File: src/rtl/coproc_pkg.sv
// coproc_pkg -- shared definitions for the coprocessor bus.
//   Holds the dispatcher FSM state encoding, the bit positions of the
//   command and response words, and the reserved idle address, so the
//   slave side and the dispatcher agree on one bus layout.
package coproc_pkg;

   typedef enum logic [1:0] {
      ST_IDLE  = 2'd0,
      ST_ISSUE = 2'd1,
      ST_WAIT  = 2'd2
   } state_t;

   // Command word (dispatcher -> slaves): [31:30] device, [23:0] payload.
   localparam int ADDR_IN_HI  = 31;
   localparam int ADDR_IN_LO  = 30;
   // Response word (slaves -> dispatcher): [31] posted, [30:29] source.
   localparam int POST_BIT    = 31;
   localparam int ADDR_OUT_HI = 30;
   localparam int ADDR_OUT_LO = 29;
   localparam int PAYLOAD_W   = 24;

   // No slave is ever configured with this address.
   localparam logic [1:0] IDLE_ADDR_DFLT = 2'b11;

   function automatic logic [31:0] cmd_word(input logic [1:0]           dev,
                                            input logic [PAYLOAD_W-1:0] data);
      logic [31:0] w;
      w = '0;
      w[ADDR_IN_HI:ADDR_IN_LO] = dev;
      w[PAYLOAD_W-1:0]         = data;
      return w;
   endfunction

endpackage

File: src/rtl/coproc_timeout_cnt.sv
// coproc_timeout_cnt -- WAIT-state cycle counter with terminal-count flag.
//   clk  : clock          rst : sync active-high reset
//   clr  : zero the count (wins over en)
//   en   : count up one
//   tc   : count == TIMEOUT_CYCLES-1
module coproc_timeout_cnt import coproc_pkg::*; #(
   parameter int TIMEOUT_CYCLES = 1024,
   parameter int CNT_W          = 16
) (
   input  logic clk,
   input  logic rst,
   input  logic clr,
   input  logic en,
   output logic tc
);

   localparam logic [CNT_W-1:0] TC_VAL = CNT_W'(TIMEOUT_CYCLES - 1);

   logic [CNT_W-1:0] cnt;

   always_ff @(posedge clk) begin
      if (rst || clr)
         cnt <= '0;
      else if (en)
         cnt <= cnt + 1'b1;
   end

   assign tc = (cnt == TC_VAL);

endmodule

File: src/rtl/coproc_dispatch.sv
// coproc_dispatch -- single-outstanding bus initiator for coprocessor slaves.
//   CPU side : req_valid/req_ready/req_dev/req_data in,
//              rsp_valid/rsp_dev/rsp_data/rsp_timeout/rsp_error out, busy.
//   Bus side : bus_out command word (device address is non-idle for the one
//              ISSUE cycle only), bus_in/bus_irq posted responses.
//   Build option COPROC_DISPATCH_RETRY_EN: the first timeout of a command
//   re-issues it once; only the second timeout is reported.
module coproc_dispatch import coproc_pkg::*; #(
   parameter int         TIMEOUT_CYCLES = 1024,
   parameter int         CNT_W          = 16,
   parameter logic [1:0] IDLE_ADDR      = IDLE_ADDR_DFLT
) (
   input  logic                 clk,
   input  logic                 rst,
   input  logic                 req_valid,
   output logic                 req_ready,
   input  logic [1:0]           req_dev,
   input  logic [PAYLOAD_W-1:0] req_data,
   output logic [31:0]          bus_out,
   input  logic [31:0]          bus_in,
   input  logic                 bus_irq,
   output logic                 rsp_valid,
   output logic [1:0]           rsp_dev,
   output logic [PAYLOAD_W-1:0] rsp_data,
   output logic                 rsp_timeout,
   output logic                 rsp_error,
   output logic                 busy
);

   localparam logic [31:0] IDLE_WORD = {IDLE_ADDR, 30'b0};

   state_t               state, state_nxt;
   logic [1:0]           cmd_dev, cmd_dev_nxt;
   logic [PAYLOAD_W-1:0] cmd_data, cmd_data_nxt;
   logic [31:0]          bus_out_nxt;
   logic                 rsp_valid_nxt, rsp_timeout_nxt, rsp_error_nxt, busy_nxt;
   logic [1:0]           rsp_dev_nxt;
   logic [PAYLOAD_W-1:0] rsp_data_nxt;
   logic                 tc, match, accept, bad_dev, expire, retry_now;
   logic                 unused_bus;

   assign req_ready = (state == ST_IDLE);
   assign accept    = req_valid && req_ready;
   assign bad_dev   = (req_dev == IDLE_ADDR);
   assign match     = (state == ST_WAIT) && bus_irq && bus_in[POST_BIT] &&
                      (bus_in[ADDR_OUT_HI:ADDR_OUT_LO] == cmd_dev);
   assign unused_bus = ^bus_in[28:PAYLOAD_W];

   // Counter is held at zero outside WAIT, so re-entering ISSUE on a retry
   // restarts the full window.
   coproc_timeout_cnt #(
      .TIMEOUT_CYCLES(TIMEOUT_CYCLES),
      .CNT_W         (CNT_W)
   ) u_tmo (
      .clk(clk),
      .rst(rst),
      .clr(state != ST_WAIT),
      .en (state == ST_WAIT),
      .tc (tc)
   );

`ifdef COPROC_DISPATCH_RETRY_EN
   logic retry, retry_nxt;
   assign retry_now = (state == ST_WAIT) && tc && !match && !retry;
   assign expire    = (state == ST_WAIT) && tc && !match &&  retry;
`else
   assign retry_now = 1'b0;
   assign expire    = (state == ST_WAIT) && tc && !match;
`endif

   // State and registered outputs.
   always_ff @(posedge clk) begin
      if (rst) begin
         state       <= ST_IDLE;
         cmd_dev     <= '0;
         cmd_data    <= '0;
         bus_out     <= IDLE_WORD;
         rsp_valid   <= 1'b0;
         rsp_dev     <= '0;
         rsp_data    <= '0;
         rsp_timeout <= 1'b0;
         rsp_error   <= 1'b0;
         busy        <= 1'b0;
`ifdef COPROC_DISPATCH_RETRY_EN
         retry       <= 1'b0;
`endif
      end else begin
         state       <= state_nxt;
         cmd_dev     <= cmd_dev_nxt;
         cmd_data    <= cmd_data_nxt;
         bus_out     <= bus_out_nxt;
         rsp_valid   <= rsp_valid_nxt;
         rsp_dev     <= rsp_dev_nxt;
         rsp_data    <= rsp_data_nxt;
         rsp_timeout <= rsp_timeout_nxt;
         rsp_error   <= rsp_error_nxt;
         busy        <= busy_nxt;
`ifdef COPROC_DISPATCH_RETRY_EN
         retry       <= retry_nxt;
`endif
      end
   end

   // Next state.
   always_comb begin
      state_nxt = state;
      case (state)
         ST_IDLE:  if (accept && !bad_dev) state_nxt = ST_ISSUE;
         ST_ISSUE: state_nxt = ST_WAIT;
         ST_WAIT: begin
            if (match || expire) state_nxt = ST_IDLE;
            else if (retry_now)  state_nxt = ST_ISSUE;
         end
         default:  state_nxt = ST_IDLE;
      endcase
   end

   // Next values of the registered outputs. Default bus word is idle, so
   // only the paths into ISSUE ever put a device address on the bus.
   always_comb begin
      cmd_dev_nxt     = cmd_dev;
      cmd_data_nxt    = cmd_data;
      bus_out_nxt     = IDLE_WORD;
      rsp_valid_nxt   = 1'b0;
      rsp_dev_nxt     = rsp_dev;
      rsp_data_nxt    = rsp_data;
      rsp_timeout_nxt = rsp_timeout;
      rsp_error_nxt   = rsp_error;
      busy_nxt        = busy;
`ifdef COPROC_DISPATCH_RETRY_EN
      retry_nxt       = retry;
      if (accept)    retry_nxt = 1'b0;
      if (retry_now) retry_nxt = 1'b1;
`endif
      if (accept) begin
         cmd_dev_nxt  = req_dev;
         cmd_data_nxt = req_data;
         if (bad_dev) begin
            rsp_valid_nxt   = 1'b1;
            rsp_dev_nxt     = req_dev;
            rsp_data_nxt    = '0;
            rsp_timeout_nxt = 1'b0;
            rsp_error_nxt   = 1'b1;
         end else begin
            bus_out_nxt = cmd_word(req_dev, req_data);
            busy_nxt    = 1'b1;
         end
      end
      if (retry_now)
         bus_out_nxt = cmd_word(cmd_dev, cmd_data);
      // A match on the terminal-count cycle still reports success.
      if (match || expire) begin
         rsp_valid_nxt   = 1'b1;
         rsp_dev_nxt     = cmd_dev;
         rsp_data_nxt    = match ? bus_in[PAYLOAD_W-1:0] : '0;
         rsp_timeout_nxt = !match;
         rsp_error_nxt   = 1'b0;
         busy_nxt        = 1'b0;
      end
   end

endmodule

File: config.mk
export PLATFORM = sky130hd
export DESIGN_NAME = coproc_dispatch
export DESIGN_NICKNAME = d
export VERILOG_FILES = /design/src/rtl/coproc_pkg.sv /design/src/rtl/coproc_timeout_cnt.sv /design/src/rtl/coproc_dispatch.sv
export SDC_FILE = /design/constraint.sdc
export NUM_CORES = 1
export LEC_CHECK = 0
export CAP_MARGIN = 20
export CORE_ASPECT_RATIO = 1.25
export CORE_MARGIN = 5
export CORE_UTILIZATION = 25
export DETAILED_ROUTE_END_ITERATION = 8
export PLACE_DENSITY = 0.59
export SYNTH_ARGS = -nofsm -noshare
export SYNTH_HDL_FRONTEND = slang
export SYNTH_SLANG_ARGS = --single-unit
File: constraint.sdc
create_clock -name clk -period 2.7 [get_ports clk]
set_clock_uncertainty 0.05 [all_clocks]
set_input_delay 0.54 -clock clk [delete_from_list [all_inputs] [get_ports clk]]
set_output_delay 0.54 -clock clk [all_outputs]
set_load 0.01 [all_outputs]
[After elaboration in Yosys (flattened, before gate mapping)]
Index checks and enable logic that the tools add are counted.
Word-level totals
  register bits after elaboration: 82
  bits of input ports: 62
  output and inout port bits: 63
  word-level logic and storage cells: 59
Cells by class
  $add $sub $neg: 1
  equal/unequal tests: 8
  muxes and demuxes: 16
  bitwise logic cells: 2
  reductions and logical operators: 21
Operators with widths (count)
  24-bit two-way mux: 4
  16-bit by 1-bit adder with 16-bit output, second input constant: 1
  16-bit by 10-bit == test with 1-bit output, second input constant: 1
  2-bit two-way mux: 5
  2-bit AND reduction: 4
  1-bit logical AND: 7
  1-bit two-way mux: 6
  2-bit one-hot mux with 3 select lines: 1
  2-bit == test, second input constant: 2
  2-bit inequality test, second input constant: 2
  2-bit nonzero test: 2
  2-bit OR reduction: 2
  3-bit OR reduction: 1
  2-bit by 1-bit == test with 1-bit output, second input constant: 1
  2-bit == test: 1
  1-bit zero test: 2
  2-bit zero test: 1
  1-bit logical OR: 2
  2-bit by 1-bit inequality test with 1-bit output, second input constant: 1
  1-bit inverter: 2

[Depth between registers and ports, before layout]
  depth after elaboration: 9
  gate-level depth with buffers: 6
  gate-level depth less buffers: 5

[Modules after synthesis]
Synthesis repeated with hierarchy kept, for this count alone.
Unflattened totals
  cells, all modules: 251
  area total of the unflattened synthesis: 2725.1 µm²
By module, submodules not included
  coproc_dispatch: instances 1, cells an instance 169, area each 1988.2 µm², seq. area each 1201.2 µm²
  coproc_timeout_cnt: instances 1, cells an instance 82, area each 737.0 µm², seq. area each 320.3 µm²

[Worst setup path after synthesis]
OpenSTA, ideal clock, no wires.
  path kind: input-to-reg
  start: input req_valid
  end: register rsp_data[0]
  library setup time: 0.117 ns
  arrival time: 1.553 ns
  required time: 2.533 ns
  setup slack: 0.980 ns
  cell stages on the path: 5
  path buffers: 1
  path through: nor3b_1 and3_1 a211oi_4 buf_6 a22o_1
On the way
  cells in the longest elaborated chain, start to end: 3
Ends and longest elaborated chain
  start: declaration: line coproc_dispatch.sv:15  | input logic req_valid,
  1-bit logical AND: line coproc_dispatch.sv:43  | assign accept = req_valid && req_ready;
  2-bit nonzero test (no line)
  2-bit AND reduction (no line)
  end signal: assignment: line coproc_dispatch.sv:94  | rsp_data <= rsp_data_nxt;
  end: declaration: line coproc_dispatch.sv:24  | output logic [PAYLOAD_W-1:0] rsp_data,
No other way between the ends.
A chain may end at the register's enable or synchronous reset.

[Worst setup path in the final report]
  start: input bus_in[31]
  end: register rsp_data[14]
On the way
  cells in the longest elaborated chain, start to end: 7
  elaborated cells between the ends (all ways): 10
  classes of those cells: mux (2); reduce/logical (8)
Ends and longest elaborated chain
  start: declaration: line coproc_dispatch.sv:20  | input logic [31:0] bus_in,
  1-bit logical AND (*) (2 in series): line coproc_dispatch.sv:45  | assign match = (state == ST_WAIT) && bus_irq && bus_in[POST_BIT] &&
  1-bit zero test: line coproc_dispatch.sv:68  | assign expire = (state == ST_WAIT) && tc && !match;
  1-bit logical AND: line coproc_dispatch.sv:68
  1-bit logical OR: line coproc_dispatch.sv:152  | if (match || expire) begin
  2-bit nonzero test (no line)
  2-bit AND reduction (no line)
Every way passes the cells marked *; elsewhere a longest branch is shown, timed or not.

==> results <==
- The flip-flop and latch count after synthesis is between 70 and 80.
- The cell sitting at the root of the clock tree is a clkbuf_16.
- At the worst endpoint, the arrival time is 2.52 ns.
- Summing over every cut layer, the via total after detailed routing is 2157.
- In the synthesized netlist the async set-or-reset flop fraction comes to 0.
- The worst setup path is launched from an input port.
- The hold path startpoint is u_tmo.cnt[0].
- Routability-driven placement finished with a final weighted congestion of 0.746.
- The peak ir drop on the vdd network is a little over 0.3 mV.
- Static timing analysis puts the maximum clock frequency at about 430 MHz.
- The final total power is 2.74 mW.
- Setup repair after global routing left no endpoint under its margin.
- The DRC violation total after the first TritonRoute iteration is 108.
- After filler insertion, the fill cell instance count of the layout stands at 990.
- The max-slew headroom at the worst pin is 0.333.
- In this run, synthesis inferred 0 flip-flops with an integrated enable.
- Post-CTS timing repair inserted 0 buffers for setup.
- Data on the critical path is required at its endpoint by 2.92 ns.
- The number of buffers and inverters on the critical path is 1.
- The post-synthesis sequential area ratio is 0.575.
- The total area inside the core boundary comes to 10500 sq um.
- The unique cell type count in the Yosys netlist is 38.
- The fraction of met3 tracks used by global routing is 0.0507.
- After detailed routing, the number of vias per cell comes to around 4.2.
- The number of nets in the layout is between 400 and 500.
- Dividing the final minimum period by the clock period gives 0.854.
- Hold timing on the final database bottoms out at a slack of 0.392 ns.
- Hold repair after CTS inserted 0 buffers.
- The timing startpoint of the critical path is bus_in[31].
- The critical path class is input port to register.
- The worst setup path is captured at a register.
- The global-route total usage across every layer is 0.107.
- The number of slew-limit violations in the final report is 0.
- The synthesized area per cell is 10.4 sq um.
- The biggest fanout along the worst timing path is 24.
- The kind of path behind the tightest hold check is register to register.
- The kind of cell adding the most delay to the critical path is compound AO/OA/AOI/OAI gates.
- In this run, post-CTS repair resized a total of 0 instances.
- In this run, placement finished with an instance count of 493.
- The TritonCTS clock tree is built.
- The share of layout cells above drive strength 1 is 0.0690.
- The global-route track usage on met2 is 0.166.
- The clock-pin slew of the registers on the worst-case setup and hold paths is 0.06 ns.
- The clock insertion delay at the later pin of the skew report is 0.33 ns.
- Once detail routing completed, the nets flagged for antenna violations numbered 0.
- Traced cell by cell, the critical path runs through clkdlybuf4s50_1 > and4b_1 > a31o_2 > a211oi_4 > a22o_1.
- After synthesis the cells add up to 2640 sq um.
- The cell leakage power is about 1.6 nW.
- In this run the number of H-tree levels came out at 3.
- The cell count after synthesis came out at 253.
- The slowest stage of the critical path belongs to the cell a211oi_4.
- No sink is reached through more buffers than the 2 on the longest clock path.
- The via count of the first global-routing pass was 2199.
- The final hold violation count is 0.
- For this run, the slowest stage of the critical path takes 0.83 ns.
- Max-cap violations in this run came to 0.
- The busiest metal layer after global routing is met2.
- The setup-violating endpoint count in the final report is 0.
- The first global-routing pass estimated 10.7 mm of wire.
- After detailed routing, the average wire length per cell comes to 13.4 um.
- The area enclosed by the die boundary is 12700 sq um.
- The number of DRC violations after detailed routing is 0.
- For this run, global-route usage on met1 was measured as 0.128.
- The post-route non-filler standard cell count is between 500 and 600.
- The total overflow left after global routing is 0.
- The clock sink total is 76.
- The total negative setup slack is 0 ns.
- For the pin with the worst max-slew slack, the measured transition is 0.998 ns.
- The first-pass iteration count of the detailed router is 4.
- The height of the chip is 125 um.
- The initial antenna violation count was 0.
- The start of the worst register-to-register path is u_tmo.cnt[0].
- For this run, the leading register cell type out of synthesis is dfxtp_1.
- Input and output buffers added on the ports amount to 113.
- Detailed placement finished with a half-perimeter wire length of 5.10 mm.
- The run finished with clean final reports.
- After floorplanning, the core was divided into 42 placement rows.
- In this run the count of I/O pins placed on the die edge is around 130.
- The final critical-path required period is 2.30 ns.
- In this run the horizontal extent of the chip is 102 um.
- Counting the buffers created by CTS gives 9.
- The effective utilization at floorplan is 0.253.
- For this block, the routed nets add up to approximately 6.8 mm of wire.
- In this run the power density over the cells is 645 nW/um^2.
- For this run, the number of Yosys warnings is 0.
- The area growth from synthesis to layout is 60.5%.
- The maximum number of pins on one net before global-route repair is 25.
- 0 antenna diodes ended up in the layout.
[path summary, 6_finish.rpt]
check | end | slack [ns] | cells after the start
min | u_tmo.cnt[0] | 0.39 | 1
min reg2reg | u_tmo.cnt[0] | 0.39 | 1
max reg2reg | rsp_data[14] | 0.54 | 5
max | rsp_data[14] | 0.40 | 5
[layer usage]
| metal | up-vias | wire [um] |
|---|---|---|
| li1 | 1099 | - |
| met1 | 974 | 2960 |
| met2 | 77 | 3100 |
| met3 | 7 | 647 |
| met4 | 0 | 97 |
| met5 | - | 0 |
[state kept, by name, indices dropped and copies added (netlist names), 2 cells and up]
signal     cells
rsp_dev        2
cmd_dev        2
bus_out       26
rsp_data      24
u_tmo.cnt     16
state          2
[cells by family after synthesis]
kind of cell,Yosys count,synth area share
mux,2,0.00757
xor+xnor,11,0.0364
compound gates,45,0.130
simple gates,100,0.205
buf+inv,17,0.0393
fa+ha+maj,1,0.00473
flops,76,0.575
other cells,1,0.00142
[synthesized netlist by cell type (2+ instances only)]
cell / count / share of area
a21oi_1: 7 / 0.013
a22o_1: 24 / 0.080
and2_1: 27 / 0.064
and3_1: 10 / 0.024
buf_2: 2 / 0.0038
buf_4: 6 / 0.017
buf_6: 2 / 0.0085
clkbuf_1: 6 / 0.0085
dfxtp_1: 76 / 0.58
mux2i_1: 2 / 0.0076
nand2_1: 18 / 0.026
nand3_1: 6 / 0.011
nand4_1: 5 / 0.012
nor2_1: 19 / 0.027
nor3b_1: 2 / 0.0057
o21ai_0: 7 / 0.013
or3_1: 4 / 0.0095
xnor2_1: 6 / 0.020
xor2_1: 5 / 0.017
[where the power goes]
| part | switching, mW | internal [mW] |
|---|---|---|
| combinational | 0.0784 | 0.137 |
| clock | 0.462 | 0.899 |
| sequential | 0.0122 | 1.15 |
[area by class of cell]
type	instances	area [sq um]	area share
inverters	1	3.75	0.000884
well taps	132	165	0.0389
multi-input cells	165	1040	0.244
flip-flops and latches	76	1520	0.358
repair buffers	119	1180	0.277
clock buffers	9	225	0.0531
clock inverters	7	115	0.0271
[metrics by stage]
stage	setup slack (ns)	area, sq um	util
floorplan	0.980	2660	-
global placement	0.0850	3900	0.373
detailed placement	0.0204	3900	0.373
CTS	0.368	4240	0.406
global route	0.294	4240	0.406
finish	0.395	4240	0.406
[cells in the final DEF (no fill, tap or decap), drive strengths merged, types with 2 or more instances in the layout]
| cell type | instances |
|---|---|
| nand3 | 6 |
| a211oi | 2 |
| bufinv | 3 |
| nand2 | 18 |
| xnor2 | 6 |
| nand4 | 5 |
| a21oi | 7 |
| conb | 6 |
| nor2 | 19 |
| and2 | 28 |
| buf | 6 |
| dfxtp | 76 |
| clkdlybuf4s50 | 113 |
| clkbuf | 9 |
| clkinv | 2 |
| xor2 | 5 |
| nor3b | 2 |
| and3 | 10 |
| clkinvlp | 2 |
| a22o | 24 |
| o21ai | 8 |
| or3 | 4 |
| mux2i | 2 |
(Power assumes the default switching activity.)
